<file path="src/rtl/count_pkg.sv">
// Shared types and constants for the count capture FIFO block.
package count_pkg;

    typedef enum logic [1:0] {
        IDLE    = 2'd0,
        CAPTURE = 2'd1,
        DRAIN   = 2'd2
    } cap_state_e;

    localparam int DROP_CNT_W = 16;
    localparam int COUNT_W    = 32;

endpackage

</file>
<file path="src/rtl/count_fifo_mem.sv">
// Register-file FIFO with wrap-bit pointers; head is presented combinationally.
module count_fifo_mem #(
    parameter int WIDTH = 32,
    parameter int DEPTH = 8
) (
    input  logic             clk,
    input  logic             reset,
    input  logic             push,
    input  logic             pop,
    input  logic [WIDTH-1:0] wr_data,
    output logic [WIDTH-1:0] rd_data,
    output logic             full,
    output logic             empty
);

    localparam int AW = $clog2(DEPTH);

    logic [WIDTH-1:0] mem [DEPTH];
    logic [AW:0]      wr_ptr;
    logic [AW:0]      rd_ptr;
    logic             push_acc;
    logic             pop_acc;

    assign empty = (wr_ptr == rd_ptr);
    assign full  = (wr_ptr[AW] != rd_ptr[AW]) && (wr_ptr[AW-1:0] == rd_ptr[AW-1:0]);

    // A push into a full FIFO only lands when the head leaves in the same cycle.
    assign pop_acc  = pop && !empty;
    assign push_acc = push && (!full || pop_acc);

    assign rd_data = empty ? '0 : mem[rd_ptr[AW-1:0]];

    always_ff @(posedge clk or negedge reset) begin
        if (!reset) begin
            wr_ptr <= '0;
            rd_ptr <= '0;
        end else begin
            if (push_acc) wr_ptr <= wr_ptr + (AW+1)'(1);
            if (pop_acc)  rd_ptr <= rd_ptr + (AW+1)'(1);
        end
    end

    always_ff @(posedge clk) begin
        if (push_acc) mem[wr_ptr[AW-1:0]] <= wr_data;
    end

endmodule

</file>
<file path="src/rtl/count_capture_fifo.sv">
// Captures a free-running count into a FIFO between start and stop pulses.
// Optional step checking is enabled with COUNT_CAPTURE_STEP_CHECK_EN.
module count_capture_fifo
    import count_pkg::*;
#(
    parameter int WIDTH = COUNT_W,
    parameter int DEPTH = 8
) (
    input  logic                  clk,
    input  logic                  reset,
    input  logic [WIDTH-1:0]      cnt_in,
    input  logic                  start,
    input  logic                  stop,
    input  logic                  out_ready,
    output logic                  out_valid,
    output logic [WIDTH-1:0]      out_data,
    output logic                  fifo_full,
    output logic                  fifo_empty,
    output logic [DROP_CNT_W-1:0] drop_count,
    output logic                  busy,
    output logic                  step_err,
    output logic [1:0]            dbg_state
);

    // Handshake: a sample leaves when out_valid && out_ready on a rising edge;
    // out_valid never depends on out_ready.

    cap_state_e state_q;
    cap_state_e state_d;
    logic       push;
    logic       pop;
    logic       start_acc;

    assign push       = (state_q == CAPTURE);
    assign out_valid  = !fifo_empty;
    assign pop        = out_valid && out_ready;
    assign start_acc  = (state_q == IDLE) && start;
    assign busy       = (state_q == CAPTURE) || (state_q == DRAIN);
    assign dbg_state  = state_q;

    count_fifo_mem #(
        .WIDTH (WIDTH),
        .DEPTH (DEPTH)
    ) u_mem (
        .clk     (clk),
        .reset   (reset),
        .push    (push),
        .pop     (pop),
        .wr_data (cnt_in),
        .rd_data (out_data),
        .full    (fifo_full),
        .empty   (fifo_empty)
    );

    always_ff @(posedge clk or negedge reset) begin
        if (!reset) state_q <= IDLE;
        else        state_q <= state_d;
    end

    always_comb begin
        state_d = state_q;
        case (state_q)
            IDLE:    if (start)      state_d = CAPTURE;
            CAPTURE: if (stop)       state_d = DRAIN;
            DRAIN:   if (fifo_empty) state_d = IDLE;
            default:                 state_d = IDLE;
        endcase
    end

    always_ff @(posedge clk or negedge reset) begin
        if (!reset) begin
            drop_count <= '0;
        end else if (start_acc) begin
            drop_count <= '0;
        end else if (push && fifo_full && !pop && (drop_count != '1)) begin
            drop_count <= drop_count + DROP_CNT_W'(1);
        end
    end

`ifdef COUNT_CAPTURE_STEP_CHECK_EN
    logic [WIDTH-1:0] prev_q;
    logic             have_prev_q;
    logic             step_err_q;

    // Every capture cycle is tracked, dropped samples included, so a full
    // FIFO cannot hide a skip in the upstream counter.
    always_ff @(posedge clk or negedge reset) begin
        if (!reset) begin
            prev_q      <= '0;
            have_prev_q <= 1'b0;
            step_err_q  <= 1'b0;
        end else if (start_acc) begin
            have_prev_q <= 1'b0;
            step_err_q  <= 1'b0;
        end else if (push) begin
            prev_q      <= cnt_in;
            have_prev_q <= 1'b1;
            if (have_prev_q && (cnt_in != prev_q + WIDTH'(1))) step_err_q <= 1'b1;
        end
    end

    assign step_err = step_err_q;
`else
    assign step_err = 1'b0;
`endif

endmodule

</file>
<file path="config.mk">
export PLATFORM = sky130hd
export DESIGN_NAME = count_capture_fifo
export DESIGN_NICKNAME = d
export VERILOG_FILES = /design/src/rtl/count_pkg.sv /design/src/rtl/count_fifo_mem.sv /design/src/rtl/count_capture_fifo.sv
export SDC_FILE = /design/constraint.sdc
export NUM_CORES = 1
export LEC_CHECK = 0
export CORE_UTILIZATION = 40
export DETAILED_ROUTE_END_ITERATION = 10
export HOLD_SLACK_MARGIN = 0.06
export MAX_ROUTING_LAYER = met4
export PLACE_DENSITY = 0.57
export SYNTH_ARGS = -nofsm -noshare
export SYNTH_HDL_FRONTEND = slang
export SYNTH_HIERARCHICAL = 1
export SYNTH_SLANG_ARGS = --single-unit
</file>
<file path="constraint.sdc">
create_clock -name clk -period 7.9 [get_ports clk]
set_clock_uncertainty 0.2 [all_clocks]
set_input_delay 1.185 -clock clk [delete_from_list [all_inputs] [get_ports clk]]
set_output_delay 1.185 -clock clk [all_outputs]
set_load 0.01 [all_outputs]
</file>
==> metrics.yaml <==
routing:
  totalWireLength_mm: 23.2
  wire_per_inst_um: 21.2
  drc: 0
  via_count: 5815
  drtIter0Drc: 537
  ant_nets: 0
  via_per_inst: 5.29
  drt-pass1-iter-count: 5
cells_and_area:
  drive_gt1_share_pct: 20.5
  utilization_pct: 49.1
  fin_nets: 744
  diodes: 0
  design_area_um2: 13700
  syn2layout_area_growth_pct: 20.2
yosys:
  synth_top_family_by_area: "multiplexers"
  ys_seq_elements: 282
  synth_area_per_cell_um2: 19.3
  yosys.area_share.simple_pct: 5.62
  ys_seq_area_share_pct: 73.1
  synth_nets: 637
  synth_xor_xnor_area_share_pct: 0.746
  synth_cell_types: 49
  synth_commonest_cells: "256 x edfxtp_1, 64 x mux4_2, 38 x nor2_1, 37 x mux2i_1, 26 x dfrtp_1"
  syn_area_um2: 11400
  synth_top_area_share_pct: 67.4
  muxShareOfSynthArea_pct: 16.1
  synthCells: 592
  synth.most_common_cell: "edfxtp_1"
  synth_fa_ha_area_share_pct: 0.877
  async_reset_ff_share_pct: 9.22
  synth_ff_type: "edfxtp_1"
  synth_compound_area_share_pct: 1.67
  synth-warning-count: 6
  synth-edff-count: 256
  synth.area.top_cells: "edfxtp_1 67%, mux4_2 13%, dfrtp_1 5.7%"
  synth_area_leader_cell: "edfxtp_1"
place:
  gp_congestion: 0.828
  port-buffer-count: 90
  hpwl_mm: 13.6
  postPlaceCellArea_um2: 12800
timing:
  timing.fmax_ghz: 0.202
  hold_viol: 0
  setup_tns_ns: 0
  period_share_pct: 62.7
  final_max_slew_viol_count: 0
  grt_setup_unrepaired: "false"
  slew_headroom_pct: 32.0
  fin_crit_ns: 4.95
  worst_slew_pin_slew_ns: 1.02
  finalSetupViolations: 0
clock_network:
  ctsHoldBuffers: 0
  clock_path_buffers: 3
  cts.clk_slew.worst_paths_ns: 0.06
  clk_latency_ns: 0.55
  cts_resized: 0
  htreeDepth: 1
  cts_sinks: 282
  cts_buffers: 29
  post-cts-setup-buffers: 0
  clockRootBuffer: "clkbuf_16"
  cts_tree: "yes"
power_and_ir_drop:
  clkPwrFrac_pct: 26.6
  seqPwrFrac_pct: 40.8
  p_int_uw: 3470
  p_leak_uw: 0.00452
  switchingPower_uw: 1510
  power_density_nw_per_um2: 363
  vdd.ir_drop.worst_uv: 252
  p_total_uw: 4980
  comb_power_share_pct: 32.6
  switching_share_pct: 30.3
setup_path:
  critPathLaunchType: "flip-flop"
  required_ns: 6.51
  cp-end-kind: "primary output"
  path_max_fanout: 68
  path_class: "reg2out"
  cp.arrival_ns: 3.57
die:
  core_um2: 27900
  die_h_um: 171
  io-pin-count: 92
  row_count: 61
  dieArea_um2: 29200
  start_util_pct: 40.9
  die_w_um: 171
global_routing:
  grt_max_degree: 69
  grt_first_pass_wirelength_mm: 36.1
  overflow: 0
  antenna_found_initial: 0
  grt_pass1_vias: 6244
  grt_usage_pct: 17.0
status:
  status: "completed"
flow_run:
  max-cap-violations: 0
worst_hold_path:
  hp-class: "reg2reg"
-- per-stage QoR --
stage               setup slack (ns)  std cells  hold WS [ns]
global placement                3.25       1046         0.358
detailed placement              3.09       1046         0.375
global route                    2.66       1099         0.420
CTS                             2.83       1099         0.390
floorplan                       2.04        592         0.341
finish                          2.95       1099         0.388
-- cell usage in the layout (no fill, tap or decap), types with 2 or more instances in the layout --
master,synthesis,final
nor2_1,38,37
nand4_1,10,10
a21oi_1,10,10
ha_1,8,8
nand2b_1,7,7
nand3_1,6,6
nand2_1,21,21
mux4_2,64,64
dfrtp_4,0,2
clkbuf_16,0,29
nor4_1,8,5
or4_1,7,7
o21ai_0,7,7
or3_1,2,2
clkinv_2,0,6
buf_4,3,16
clkinv_1,0,5
and4_2,1,2
dfrtp_1,26,23
xnor2_1,5,5
nor4_2,1,4
nor3_2,0,3
o31ai_1,7,7
xnor2_2,2,2
clkdlybuf4s50_1,0,90
mux2i_1,37,37
bufinv_16,0,3
inv_1,10,10
clkbuf_1,6,5
nor3_1,6,3
edfxtp_1,256,256
clkinvlp_4,0,3
-- metal layers --
metal	routed length [um]	GRT usage, %	vias up
met5	0	-	-
met4	346	4.35	0
met3	1310	2.11	29
met2	11700	28.0	179
met1	9930	22.5	2993
li1	-	-	2614
-- power groups by stage --
stage                     Sequential [uW]  Clock [uW]  Combinational [uW]
after floorplan                      1920           0                1110
after global placement               2060           0                1640
after detailed placement             2070           0                1660
after CTS                            2040        1360                1660
after global routing                 2060        1410                1760
final                                2030        1330                1620
-- layout make-up --
class,count,area [um^2]
Timing Repair Buffer,106,1020
Tap cell,378,473
Inverter,10,37.5
Clock buffer,34,744
Sequential cell,282,8350
Fill cell,2337,14200
Clock inverter,19,190
Multi-Input combinational cell,270,2910
-- worst max-delay path, stage by stage (launching register included) --
cell             delay, ns
dfrtp_4               1.06
xnor2_1               0.24
and4_2                0.91
nor2_1                0.21
clkdlybuf4s50_1       0.54
-- final timing paths --
check	start	endpoint	slack, ns	cells after the start
max	u_mem/rd_ptr[1]	out_data[18]	2.95	4
min	u_mem/wr_ptr[3]	u_mem/wr_ptr[3]	0.39	2
max reg2reg	u_mem/rd_ptr[1]	u_mem/mem[7][28]	3.19	7
min reg2reg	u_mem/wr_ptr[3]	u_mem/wr_ptr[3]	0.39	2
max in group asynchronous	reset	u_mem/rd_ptr[1]	6.37	2
min in group asynchronous	reset	dbg_state[0]	0.82	2
-- state kept, by name, summed over array words and instances (netlist names) --
| name | cells |
|---|---|
| dbg_state | 2 |
| drop_count | 16 |
| u_mem/mem | 256 |
| u_mem/rd_ptr | 4 |
| u_mem/wr_ptr | 4 |
-- cell families (layout without fill, tap and decap cells) --
kind of cell,count (synthesis),count (layout)
AOI/OAI and AO/OA,30,30
xor gates and xnor gates,8,8
adders and majority gates,8,8
buffers and inverters,40,169
DFF,282,282
muxes,103,103
other,1,1
and+or+nand+nor,120,120
No activity file was read; power rests on OpenSTA's default activity.
